===== src/rtl/posit_encode_n32_es6_pipe3_pkg.sv =====
// Shared constants for the N=32, es=6 posit packing datapath.
package posit_pkg;

  localparam int N       = 32;
  localparam int ES      = 6;
  localparam int BS      = 5;
  localparam int SCALE_W = ES + BS + 1;
  localparam int K_W     = SCALE_W - ES;

  localparam logic [N-1:0] NAR    = 32'h8000_0000;
  localparam logic [N-1:0] MAXPOS = 32'h7FFF_FFFF;
  localparam logic [N-1:0] MINPOS = 32'h0000_0001;

  // Largest scale that still fits a regime; anything at or beyond saturates.
  localparam int SAT_SCALE = (N - 2) << ES;
  localparam int SAT_K     = N - 2;

endpackage


===== src/rtl/posit_encode_n32_es6_pipe3_if.sv =====
// Operation bus of the posit encoder: unpacked operand in, packed posit out.
interface posit_encode_n32_es6_pipe3_if;
  import posit_pkg::*;

  logic               start;
  logic               sgn;
  logic               inf_in;
  logic               zero_in;
  logic [SCALE_W-1:0] scale;
  logic [N-1:0]       frac;
  logic               sticky;
  logic [N-1:0]       out;
  logic               done;
  logic               inf;
  logic               zero;

  modport master (
    output start, sgn, inf_in, zero_in, scale, frac, sticky,
    input  out, done, inf, zero
  );

  modport slave (
    input  start, sgn, inf_in, zero_in, scale, frac, sticky,
    output out, done, inf, zero
  );

endinterface


===== src/rtl/posit_encode_n32_es6_pipe3_regime_pack.sv =====
// Combinational regime insertion: builds the unrounded posit magnitude and
// the guard/round/sticky bits that the rounding stage needs.
module posit_regime_pack
  import posit_pkg::*;
(
  input  logic [K_W-1:0] k,
  input  logic [ES-1:0]  e,
  input  logic [N-2:0]   frac,
  input  logic           sticky,
  output logic [N-2:0]   m,
  output logic           l,
  output logic           g,
  output logic           r,
  output logic           st,
  output logic           sat_hi,
  output logic           sat_lo
);

  localparam int FW = 2 * N;
  localparam int LW = $clog2(FW) + 1;

  localparam logic signed [K_W-1:0] K_SAT_HI = K_W'(SAT_K);
  localparam logic signed [K_W-1:0] K_SAT_LO = K_W'(-SAT_K);

  logic signed [K_W-1:0] ks;
  logic [LW-1:0]         r_len;
  logic [FW-1:0]         body;
  logic [FW-1:0]         regime;
  logic [FW-1:0]         field;

  assign ks = signed'(k);

  // Shift {e, frac} down by the regime length and lay the regime run above it.
  always_comb begin
    r_len  = '0;
    regime = '0;
    body   = {e, frac, {(FW-ES-N+1){1'b0}}};
    if (!ks[K_W-1]) begin
      r_len  = LW'(ks) + LW'(2);
      regime = ~({FW{1'b1}} >> (r_len - LW'(1)));
    end else begin
      r_len  = LW'(1) - LW'(ks);
      regime = {{(FW-1){1'b0}}, 1'b1} << (LW'(FW) - r_len);
    end
    field = regime | (body >> r_len);
  end

  assign m  = field[FW-1 -: N-1];
  assign l  = field[FW-N+1];
  assign g  = field[FW-N];
  assign r  = field[FW-N-1];
  assign st = (|field[FW-N-2:0]) | sticky;

  // Scale magnitudes of (N-2)*2^es or more cannot be represented.
  assign sat_hi = (ks >= K_SAT_HI);
  assign sat_lo = (ks < K_SAT_LO) || ((ks == K_SAT_LO) && (e == '0));

endmodule


===== src/rtl/posit_encode_n32_es6_pipe3.sv =====
// Three-stage posit packer: input capture, regime packing, RNE rounding,
// then sign application and special-value override on the output register.
module posit_encode_n32_es6_pipe3
  import posit_pkg::*;
(
  input  logic                        clk,
  input  logic                        rst,
  posit_encode_n32_es6_pipe3_if.slave bus
);

  logic               v0, v1, v2;
  logic               s0_sgn, s0_inf, s0_zero, s0_sticky;
  logic [SCALE_W-1:0] s0_scale;
  logic [N-1:0]       s0_frac;

  logic               s1_sgn, s1_inf, s1_zero;
  logic [N-2:0]       s1_m;
  logic               s1_l, s1_g, s1_r, s1_st, s1_sat_hi, s1_sat_lo;

  logic               s2_sgn, s2_inf, s2_zero;
  logic [N-1:0]       s2_mag;

  logic [N-2:0]       pk_m;
  logic               pk_l, pk_g, pk_r, pk_st, pk_sat_hi, pk_sat_lo;
  logic               ulp;
  logic [N-1:0]       rnd_sum, rnd_mag;

  posit_regime_pack u_pack (
    .k      (s0_scale[SCALE_W-1:ES]),
    .e      (s0_scale[ES-1:0]),
    .frac   (s0_frac[N-2:0]),
    .sticky (s0_sticky),
    .m      (pk_m),
    .l      (pk_l),
    .g      (pk_g),
    .r      (pk_r),
    .st     (pk_st),
    .sat_hi (pk_sat_hi),
    .sat_lo (pk_sat_lo)
  );

  // Stage 0: capture the operand; the valid bit follows start.
  always_ff @(posedge clk) begin
    if (rst) begin
      v0        <= 1'b0;
      s0_sgn    <= 1'b0;
      s0_inf    <= 1'b0;
      s0_zero   <= 1'b0;
      s0_sticky <= 1'b0;
      s0_scale  <= '0;
      s0_frac   <= '0;
    end else begin
      v0        <= bus.start;
      s0_sgn    <= bus.sgn;
      s0_inf    <= bus.inf_in;
      s0_zero   <= bus.zero_in;
      s0_sticky <= bus.sticky;
      s0_scale  <= bus.scale;
      s0_frac   <= bus.frac;
    end
  end

  // Stage 1: register the packed magnitude; an unnormalized significand is flushed to zero.
  always_ff @(posedge clk) begin
    if (rst) begin
      v1        <= 1'b0;
      s1_sgn    <= 1'b0;
      s1_inf    <= 1'b0;
      s1_zero   <= 1'b0;
      s1_m      <= '0;
      s1_l      <= 1'b0;
      s1_g      <= 1'b0;
      s1_r      <= 1'b0;
      s1_st     <= 1'b0;
      s1_sat_hi <= 1'b0;
      s1_sat_lo <= 1'b0;
    end else begin
      v1        <= v0;
      s1_sgn    <= s0_sgn;
      s1_inf    <= s0_inf;
      s1_zero   <= s0_zero | ~s0_frac[N-1];
      s1_m      <= pk_m;
      s1_l      <= pk_l;
      s1_g      <= pk_g;
      s1_r      <= pk_r;
      s1_st     <= pk_st;
      s1_sat_hi <= pk_sat_hi;
      s1_sat_lo <= pk_sat_lo;
    end
  end

  // Round to nearest even, then clamp so the result never becomes zero or NaR.
  always_comb begin
    ulp     = s1_g & (s1_l | s1_r | s1_st);
    rnd_sum = {1'b0, s1_m} + {{(N-1){1'b0}}, ulp};
    rnd_mag = rnd_sum;
    if (s1_sat_hi)          rnd_mag = MAXPOS;
    else if (s1_sat_lo)     rnd_mag = MINPOS;
    else if (rnd_sum[N-1])  rnd_mag = MAXPOS;
    else if (rnd_sum == '0) rnd_mag = MINPOS;
  end

  // Stage 2: register the rounded, sign-free magnitude.
  always_ff @(posedge clk) begin
    if (rst) begin
      v2      <= 1'b0;
      s2_sgn  <= 1'b0;
      s2_inf  <= 1'b0;
      s2_zero <= 1'b0;
      s2_mag  <= '0;
    end else begin
      v2      <= v1;
      s2_sgn  <= s1_sgn;
      s2_inf  <= s1_inf;
      s2_zero <= s1_zero;
      s2_mag  <= rnd_mag;
    end
  end

  // Stage 3: apply sign and specials; results only change on a valid operation.
  always_ff @(posedge clk) begin
    if (rst) begin
      bus.out  <= '0;
      bus.done <= 1'b0;
      bus.inf  <= 1'b0;
      bus.zero <= 1'b0;
    end else begin
      bus.done <= v2;
      if (v2) begin
        bus.inf  <= s2_inf;
        bus.zero <= ~s2_inf & s2_zero;
        if (s2_inf)       bus.out <= NAR;
        else if (s2_zero) bus.out <= '0;
        else if (s2_sgn)  bus.out <= -s2_mag;
        else              bus.out <= s2_mag;
      end
    end
  end

endmodule


===== src/flat_wrapper.sv =====
// flat-port wrapper written by rule: the top's interface ports become plain ports
module posit_encode_n32_es6_pipe3_flat import posit_pkg::*;
  (clk, rst, bus_start, bus_sgn, bus_inf_in, bus_zero_in, bus_scale, bus_frac, bus_sticky, bus_out, bus_done, bus_inf, bus_zero);
  posit_encode_n32_es6_pipe3_if bus_i ();
  input  logic clk;
  input  logic rst;
  input wire logic [$bits(bus_i.start)-1:0] bus_start;
  input wire logic [$bits(bus_i.sgn)-1:0] bus_sgn;
  input wire logic [$bits(bus_i.inf_in)-1:0] bus_inf_in;
  input wire logic [$bits(bus_i.zero_in)-1:0] bus_zero_in;
  input wire logic [$bits(bus_i.scale)-1:0] bus_scale;
  input wire logic [$bits(bus_i.frac)-1:0] bus_frac;
  input wire logic [$bits(bus_i.sticky)-1:0] bus_sticky;
  output wire logic [$bits(bus_i.out)-1:0] bus_out;
  output wire logic [$bits(bus_i.done)-1:0] bus_done;
  output wire logic [$bits(bus_i.inf)-1:0] bus_inf;
  output wire logic [$bits(bus_i.zero)-1:0] bus_zero;
  assign bus_i.start = bus_start;
  assign bus_i.sgn = bus_sgn;
  assign bus_i.inf_in = bus_inf_in;
  assign bus_i.zero_in = bus_zero_in;
  assign bus_i.scale = bus_scale;
  assign bus_i.frac = bus_frac;
  assign bus_i.sticky = bus_sticky;
  assign bus_out = bus_i.out;
  assign bus_done = bus_i.done;
  assign bus_inf = bus_i.inf;
  assign bus_zero = bus_i.zero;
  posit_encode_n32_es6_pipe3 u_core (.clk(clk), .rst(rst), .bus(bus_i));
endmodule

===== config.mk =====
export PLATFORM = sky130hd
export DESIGN_NAME = posit_encode_n32_es6_pipe3_flat
export DESIGN_NICKNAME = d
export VERILOG_FILES = /design/src/rtl/posit_encode_n32_es6_pipe3_pkg.sv /design/src/rtl/posit_encode_n32_es6_pipe3_if.sv /design/src/rtl/posit_encode_n32_es6_pipe3_regime_pack.sv /design/src/rtl/posit_encode_n32_es6_pipe3.sv /design/src/flat_wrapper.sv
export SDC_FILE = /design/constraint.sdc
export NUM_CORES = 1
export LEC_CHECK = 0
export ABC_AREA = 1
export BUFFER_PORTS_ARGS = -buffer_cell sky130_fd_sc_hd__buf_2
export CAP_MARGIN = 10
export CORE_MARGIN = 2
export CORE_UTILIZATION = 25
export CTS_CLUSTER_SIZE = 14
export DETAILED_ROUTE_END_ITERATION = 10
export SLEW_MARGIN = 25
export SYNTH_ARGS = -nofsm -noshare
export SYNTH_HDL_FRONTEND = slang
export SYNTH_SLANG_ARGS = --single-unit

===== constraint.sdc =====
create_clock -name clk -period 6.5 [get_ports clk]
set_input_delay 0.65 -clock clk [delete_from_list [all_inputs] [get_ports clk]]
set_output_delay 0.65 -clock clk [all_outputs]
set_load 0.01 [all_outputs]

# Yosys cells after proc, flatten, opt, wreduce, memory -nomap -nowiden
# Index checks and enable logic that the tools add are counted.
# totals
elab_cells	65
out_inout_bits	35
in_bits	51
reg_bits	161
# op_classes
magnitude_cmp	2
n_shift	3
add_sub_neg	6
n_bitwise	10
n_mux	9
n_eq_ne	1
n_reduce_logical	6
# op_table
op	count
$mux 31	4
$mux 32	3
$mux 64	1
$not 64->64	1
$or 64x64->64	1
$shl 1x7->64 const A	1
$shr 64x7->64	1
$shr 64x7->64 const A	1
$add 31x1->32	1
$logic_not 32->1	1
$neg 32->32	1
$reduce_or 31->1	1
$add 6x3->7 const B	1
$mux 7	1
$sub 2x6->7 const A	1
$sub 7x1->7 const B	1
$sub 7x7->7 const A	1
$eq 6x6->1 const B	1
$ge 6x6->1 const B	1
$logic_not 6->1	1
$lt 6x6->1 const B	1
$or 1x1->1	4
$reduce_or 4->1	1
$and 1x1->1	2
3 further kinds	4

# Logic depth before layout (Yosys ltp)
# Gate-level depths: netlist of run 1.
# logic_depth
word_depth	9
ltp_mapped	21
ltp_nobuf	20

# By module
# Synthesis of run 1 repeated with hierarchy kept, for this count alone.
# hier_totals
hier_cells	2021
hier_area_um2	11697.5
# modules_own_cells
mod	area_each_um2	seq_area_each_um2	cells_each	instances
posit_encode_n32_es6_pipe3	6800.3	3203.1	970	1
posit_regime_pack	4897.2	0.0	1051	1

# Least setup slack after synthesis of run 1
# OpenSTA, ideal clock, no wires.
# synth_timing
path_kind	flip-flop to flip-flop
startpoint	register u_core.s0_scale[7]
endpoint	register u_core.s1_st
path_stages_with_launch	20
path_slack_ns	3.466
setup_ns	0.132
required_ns	6.368
arrival_ns	2.902
path_buffers	3
path_cell_list	dfxtp_1 inv_2 ha_1 inv_1 buf_2 buf_1 ha_1 clkbuf_1 nor2_1 nor2_1 o21ai_0 nand2_1 nand2_1 nand2_1 nand2_1 nand2_1 nor2_1 nand2_1 nor2_1 a21oi_1
# synth_between
elab_chain_cells	8
# synth_lines
element	line_no	rtl
start, declared	posit_encode_n32_es6_pipe3.sv:13	logic [SCALE_W-1:0] s0_scale;
start signal, assigned	posit_encode_n32_es6_pipe3.sv:58	s0_scale <= bus.scale;
$add 6x3->7	posit_encode_n32_es6_pipe3_regime_pack.sv:39	r_len = LW'(ks) + LW'(2);
$sub 7x1->7	posit_encode_n32_es6_pipe3_regime_pack.sv:40	regime = ~({FW{1'b1}} >> (r_len - LW'(1)));
$shr 64x7->64	posit_encode_n32_es6_pipe3_regime_pack.sv:40	
$not 64->64	posit_encode_n32_es6_pipe3_regime_pack.sv:40	
$mux 64	posit_encode_n32_es6_pipe3_regime_pack.sv:38	if (!ks[K_W-1]) begin
$or 64x64->64 *	posit_encode_n32_es6_pipe3_regime_pack.sv:45	field = regime | (body >> r_len);
$reduce_or 31->1 *	posit_encode_n32_es6_pipe3_regime_pack.sv:52	assign st = (|field[FW-N-2:0]) | sticky;
$or 1x1->1 *	posit_encode_n32_es6_pipe3_regime_pack.sv:52	
end signal, assigned	posit_encode_n32_es6_pipe3.sv:86	s1_st <= pk_st;
end, declared	posit_encode_n32_es6_pipe3.sv:18	logic s1_l, s1_g, s1_r, s1_st, s1_sat_hi, s1_sat_lo;
# Mark *: on every way between the ends. The rest lies on a longest branch, timed or not.
# A chain may end at the register's enable or synchronous reset.

# Worst setup path after layout of run 1
# Same ends and word-level chain as after synthesis.

==> results.toml, run 1 <==
[setup_path]
cp_max_fo = 47
crit_path_frequent_cell = "nand3_1"
path_class = "flop to flop"
worstPathArrival_ns = 3.95
cp_slowest_cell = "dfxtp_1"
required_ns = 6.82
cp_slowest_stage_delay_ns = 0.58
endpoint_kind = "flop"
cp-start-kind = "flop"
path_cells = "inv_2, ha_1, buf_4, inv_1, buf_4, nand3_1, nand3_1, nand3_1, nand2_1, nor2_1, nand3_1, nand2_1, nand3_1, nor2_1, a21oi_1"

[pwr]
power_uw = 3050
p_leak_uw = 0.00609
powerDensity_nw_per_um2 = 239
ir_drop_uv = 198

[floorplan]
pin_count = 86
placement_rows = 78
die-width_um = 217
fp.dieH_um = 217
core_sq_um = 45100
die_area_sq_um = 47200
start_util = 0.252

[timing]
worst_slack_ns = 2.87
worst_pin_slew_ns = 0.903
rsz0062_at_grt = "no"
finalSetupTns_ns = 0
slew-limit-headroom = 0.394
max_freq_mhz = 275
fin_skew_ns = 0.0120
finalHoldViolations = 0
period_share = 0.559
finalSetupViolCount = 0
maxSlewViolCount = 0
finalCriticalPeriod_ns = 3.63

[logic_synthesis]
synth-main-ff-cell = "dfxtp_1"
ys_async_sr_fraction = 0
syn_nets = 1992
synth_compound_area_frac = 0.134
synthMuxAreaShare = 0
synthSimpleGateAreaFrac = 0.431
ys_warn_count = 0
synth_edf_count = 0
ys_types = 53
postSynthAreaPerCell_sq_um = 5.91
synth_top_family_by_area = "simple AND/OR/NAND/NOR gates"
ys_ff_latch = 159
synth_top_area_cell = "dfxtp_1"
seq_area_frac_synth = 0.280
yosys.area.top_type_share = 0.280
synthXorXnorAreaFrac = 0.0238
synth_area_leaders = "dfxtp_1 (28%), nand2_1 (20%), nand3_1 (11%)"
synth_area_sq_um = 11400
synth-adder-area-share = 0.0198
syn_inst = 1923

[global_route]
grt_pass1_wl_mm = 59.0
grt_max_degree = 82
grt_overflow = 0
grt_pass1_vias = 11084
antenna_found_initial = 1
gr-usage-all-layers = 0.159

[clock_network]
post_cts_buffers = 0
cts_tree = "yes"
clk_latency_ns = 0.47
root_buffer = "clkbuf_16"
cts.htree.levels = 4
cts_resized = 0
clock_sink_count = 159
ctsHoldBuffers = 0
cts_buffers = 17
clock_path_buffers = 2
cts.reportedPaths.clkPinSlew_ns = 0.07

[detailed_routing]
vias_per_cell = 4.70
vias = 11992
wl_per_cell_um = 14.5
totalWireLength_mm = 36.9
drtAntennaViolNets = 0
drc = 0
drt-pass1-iter-count = 5
drt_iter0_markers = 946

[run]
max_cap_violations = 0

[worst_hold_path]
worst_hold_path_type = "input pin to flop"

[final_layout]
multi_input_area_sq_um = 6920
area_delta_synth_final_pct = 12.2
num_antenna_cells = 0
fill_cells = 5156
nets = 2006
layout-drive-gt1-share = 0.0928
seqCellArea_sq_um = 3180

[run_status]
outcome = "completed"

[place]
gp_congestion = 0.950
dpl.hpwl_mm = 28.6
dp_slack_ns = 2.94
io_buffers = 85
==> cell usage after synthesis (9+ instances only) <==
master    number
nor2_1       190
a21boi_0       9
xnor2_1       10
o31ai_1       10
o21ai_0       85
inv_1        186
ha_1          18
clkbuf_1      44
nand4_1       20
dfxtp_1      159
nand3b_1      13
o21ai_1        9
inv_2         14
nor3_1        29
nand2_2       11
buf_2         30
buf_4         17
a31oi_1       23
nand2_1      608
a21oi_1       96
xor2_1        19
nand3_1      250
==> routing by layer <==
metal	track usage	vias up	part of all wire
met1	0.215	5372	0.49
met4	0.0685	0	0.031
met5	0	-	0
met2	0.244	334	0.43
li1	-	6227	-
met3	0.0313	59	0.051
==> final timing paths <==
path / startpoint / end / slack [ns] / depth (start not counted)
setup / recovery: u_core.s0_scale[7] / u_core.s1_st / 2.87 / 15
hold / removal: bus_scale[3] / u_core.s0_scale[3] / 0.38 / 3
setup reg to reg: u_core.s0_scale[7] / u_core.s1_st / 2.87 / 15
hold reg to reg: u_core.v1 / u_core.v2 / 0.40 / 2
==> placed cells by master (no fill, tap or decap), drive strengths merged, types with 23 or more instances in the layout <==
cell / instances
buf: 96
a21oi: 96
dfxtp: 159
inv: 208
nand2: 621
a31oi: 23
nor3: 31
o21ai: 100
nand3: 251
nor2: 199
==> state kept, by name, summed over array words and instances (netlist names), 12 cells and up <==
name	flops
u_core.bus.out	32
u_core.s0_frac	32
u_core.s1_m	31
u_core.s2_mag	31
u_core.s0_scale	12
==> critical path, delay by kind of cell, from the launching register on <==
family / cells / cell delay (ns)
and+or+nand+nor: 9 / 1.30
buffers and inverters: 4 / 1.18
DFF: 1 / 0.58
adders and majority gates: 1 / 0.32
AOI/OAI and AO/OA: 1 / 0.07
==> through the flow <==
| stage | area, sq um | instances | util | hold slack [ns] |
|---|---|---|---|---|
| finish | 12800 | 2550 | 0.283 | 0.379 |
| global route | 12800 | 2550 | 0.283 | 0.363 |
| global placement | 12100 | 2518 | 0.269 | 0.397 |
| detailed placement | 12100 | 2518 | 0.269 | 0.395 |
| CTS | 12800 | 2550 | 0.283 | 0.344 |
| floorplan | 11400 | 1923 | - | 0.388 |
==> layout make-up <==
type	instances	area share
Tap cell	600	0.0589
Timing Repair Buffer	96	0.0400
Clock buffer	18	0.0337
Inverter	202	0.0596
Multi-Input combinational cell	1461	0.543
Clock inverter	14	0.0155
Sequential cell	159	0.250
==> power by group <==
part           internal (uW)  switching (uW)
Clock                    619             456
Sequential              1040            60.6
Combinational            264             608
Total                   1920            1120
==> kinds of logic (layout without fill, tap and decap cells) <==
| group | count (synthesis) | after routing |
|---|---|---|
| compound gates | 264 | 264 |
| xor+xnor | 30 | 30 |
| fa+ha+maj | 18 | 18 |
| buf+inv | 303 | 330 |
| flops | 159 | 159 |
| simple gates | 1149 | 1149 |
(Power assumes the default switching activity.)
==> run 2: changes to the inputs <==
- clock period: 6.5 -> 3.5 ns (I/O delays scaled with it)
==> results.toml, run 2 (synthesis results as in run 1) <==
[timing]
max_freq_mhz = 308
finalSetupViolCount = 0
period_share = 0.928
finalCriticalPeriod_ns = 3.25
slew-limit-headroom = 0.307
rsz0062_at_grt = "no"
worst_hold_slack_ns = 0.0968
fin_skew_ns = 0.0150
worst_pin_slew_ns = 1.03
finalSetupTns_ns = 0
maxSlewViolCount = 0
finalHoldViolations = 0

[setup_path]
reg2reg_to = "u_core.s1_st"
cp_max_fo = 46
required_ns = 3.87
reg2reg_slack_ns = 0.25
cp-start-kind = "flop"
path_class = "flop to flop"
worstPathArrival_ns = 3.61
crit_start = "u_core.s0_scale[8]"
r2r-start = "u_core.s0_scale[8]"
r2r_cells = 14
endpoint_kind = "flop"

[final_layout]
final_common_cell = "nand2_1"
nets = 2020
top_regs = "u_core.bus.out x32, u_core.s0_frac x32"
area_delta_synth_final_pct = 12.7
num_antenna_cells = 0
layout_common_cells = "nand2_1 (608), nand3_1 (250), nor2_1 (190), inv_1 (186), dfxtp_1 (159)"
layout-drive-gt1-share = 0.0993

[detailed_routing]
vias_per_cell = 4.77
vias = 12228
drc = 0
totalWireLength_mm = 36.0
drt_iter0_markers = 1296
wl_per_cell_um = 14.1
drtAntennaViolNets = 0
drt-pass1-iter-count = 6

[floorplan]
die-width_um = 217
fp.dieH_um = 217
die_area_sq_um = 47200
core_sq_um = 45100
placement_rows = 78
pin_count = 86
start_util = 0.252

[global_route]
antenna_found_initial = 0
grt_overflow = 0
grt_pass1_vias = 11074
grt_pass1_wl_mm = 58.4
grt_max_degree = 64
gr-usage-all-layers = 0.154

[place]
gp_congestion = 0.938
dpl.hpwl_mm = 28.3
io_buffers = 85

[clock_network]
cts.reportedPaths.clkPinSlew_ns = 0.07
clock_sink_count = 159
root_buffer = "clkbuf_16"
cts_buffers = 17
post_cts_buffers = 0
ctsHoldBuffers = 0
cts_resized = 0
cts.htree.levels = 4
cts_tree = "yes"
clk_latency_ns = 0.45
clock_path_buffers = 2

[pwr]
powerDensity_nw_per_um2 = 424
p_leak_uw = 0.00613
ir_drop_uv = 256

[worst_hold_path]
holdPathStages = 3
worst_hold_path_type = "input pin to flop"
min_from = "bus_scale[8]"
hold-path-endpoint = "u_core.s0_scale[8]"

[run]
max_cap_violations = 0

[run_status]
outcome = "completed"
## run 2: layout make-up
type / count / area, sq um
sequential: 159 / 3180
timing repair buffer: 110 / 628
multi-input combinational: 1461 / 6920
clock buffer: 18 / 429
inverter: 202 / 761
fill: 5140 / 32300
clock inverter: 14 / 133
tap: 600 / 751
## run 2: how the worst max path moves through the flow
stage / to / cells past startpoint / slack (ns)
5_1_grt: u_core.s1_st / 17 / 0.04
3_3_place_gp: u_core.s1_st / 14 / 0.36
4_1_cts: u_core.s1_st / 14 / 0.32
3_5_place_dp: u_core.s1_st / 14 / 0.37
6_report: u_core.s1_st / 14 / 0.25
2_1_floorplan: u_core.s1_st / 19 / 0.47
## run 2: where the power goes
part           switching, uW  total, uW  internal (uW)  leakage [uW]
Clock                    820       1750            932      0.000271
Sequential               109       2040           1930       0.00131
Combinational           1120       1630            508       0.00454
## run 2: worst max-delay path, cell delays in order (launching register included)
cell and delay, ns:
dfxtp_1 0.46, inv_1 0.15, ha_1 0.32, buf_4 0.45, xor2_2 0.28, nand2_1 0.12
a21oi_1 0.34, nand2_1 0.10, a21oi_1 0.19, nand2_1 0.07, a21oi_1 0.33, a21oi_1 0.08
nand2_1 0.08, nor2_1 0.04, a21oi_1 0.15
## run 2: layer usage
layer / share of wire / vias to the layer above / GRT usage
met5: 0 / - / 0
met4: 0.033 / 0 / 0.0616
met3: 0.071 / 57 / 0.0316
met2: 0.42 / 496 / 0.233
met1: 0.48 / 5411 / 0.213
li1: - / 6264 / -
## run 2: metrics by stage
step / std cells / setup slack, ns / utilization / cell area (sq um) / total power, uW
final: 2564 / 0.253 / 0.284 / 12800 / 5420
after global routing: 2564 / 0.0430 / 0.284 / 12800 / 5780
after CTS: 2564 / 0.319 / 0.284 / 12800 / 5450
after detailed placement: 2532 / 0.375 / 0.272 / 12200 / 3680
after global placement: 2532 / 0.360 / 0.272 / 12200 / 3680
after floorplan: 1923 / 0.466 / - / 11400 / 3250
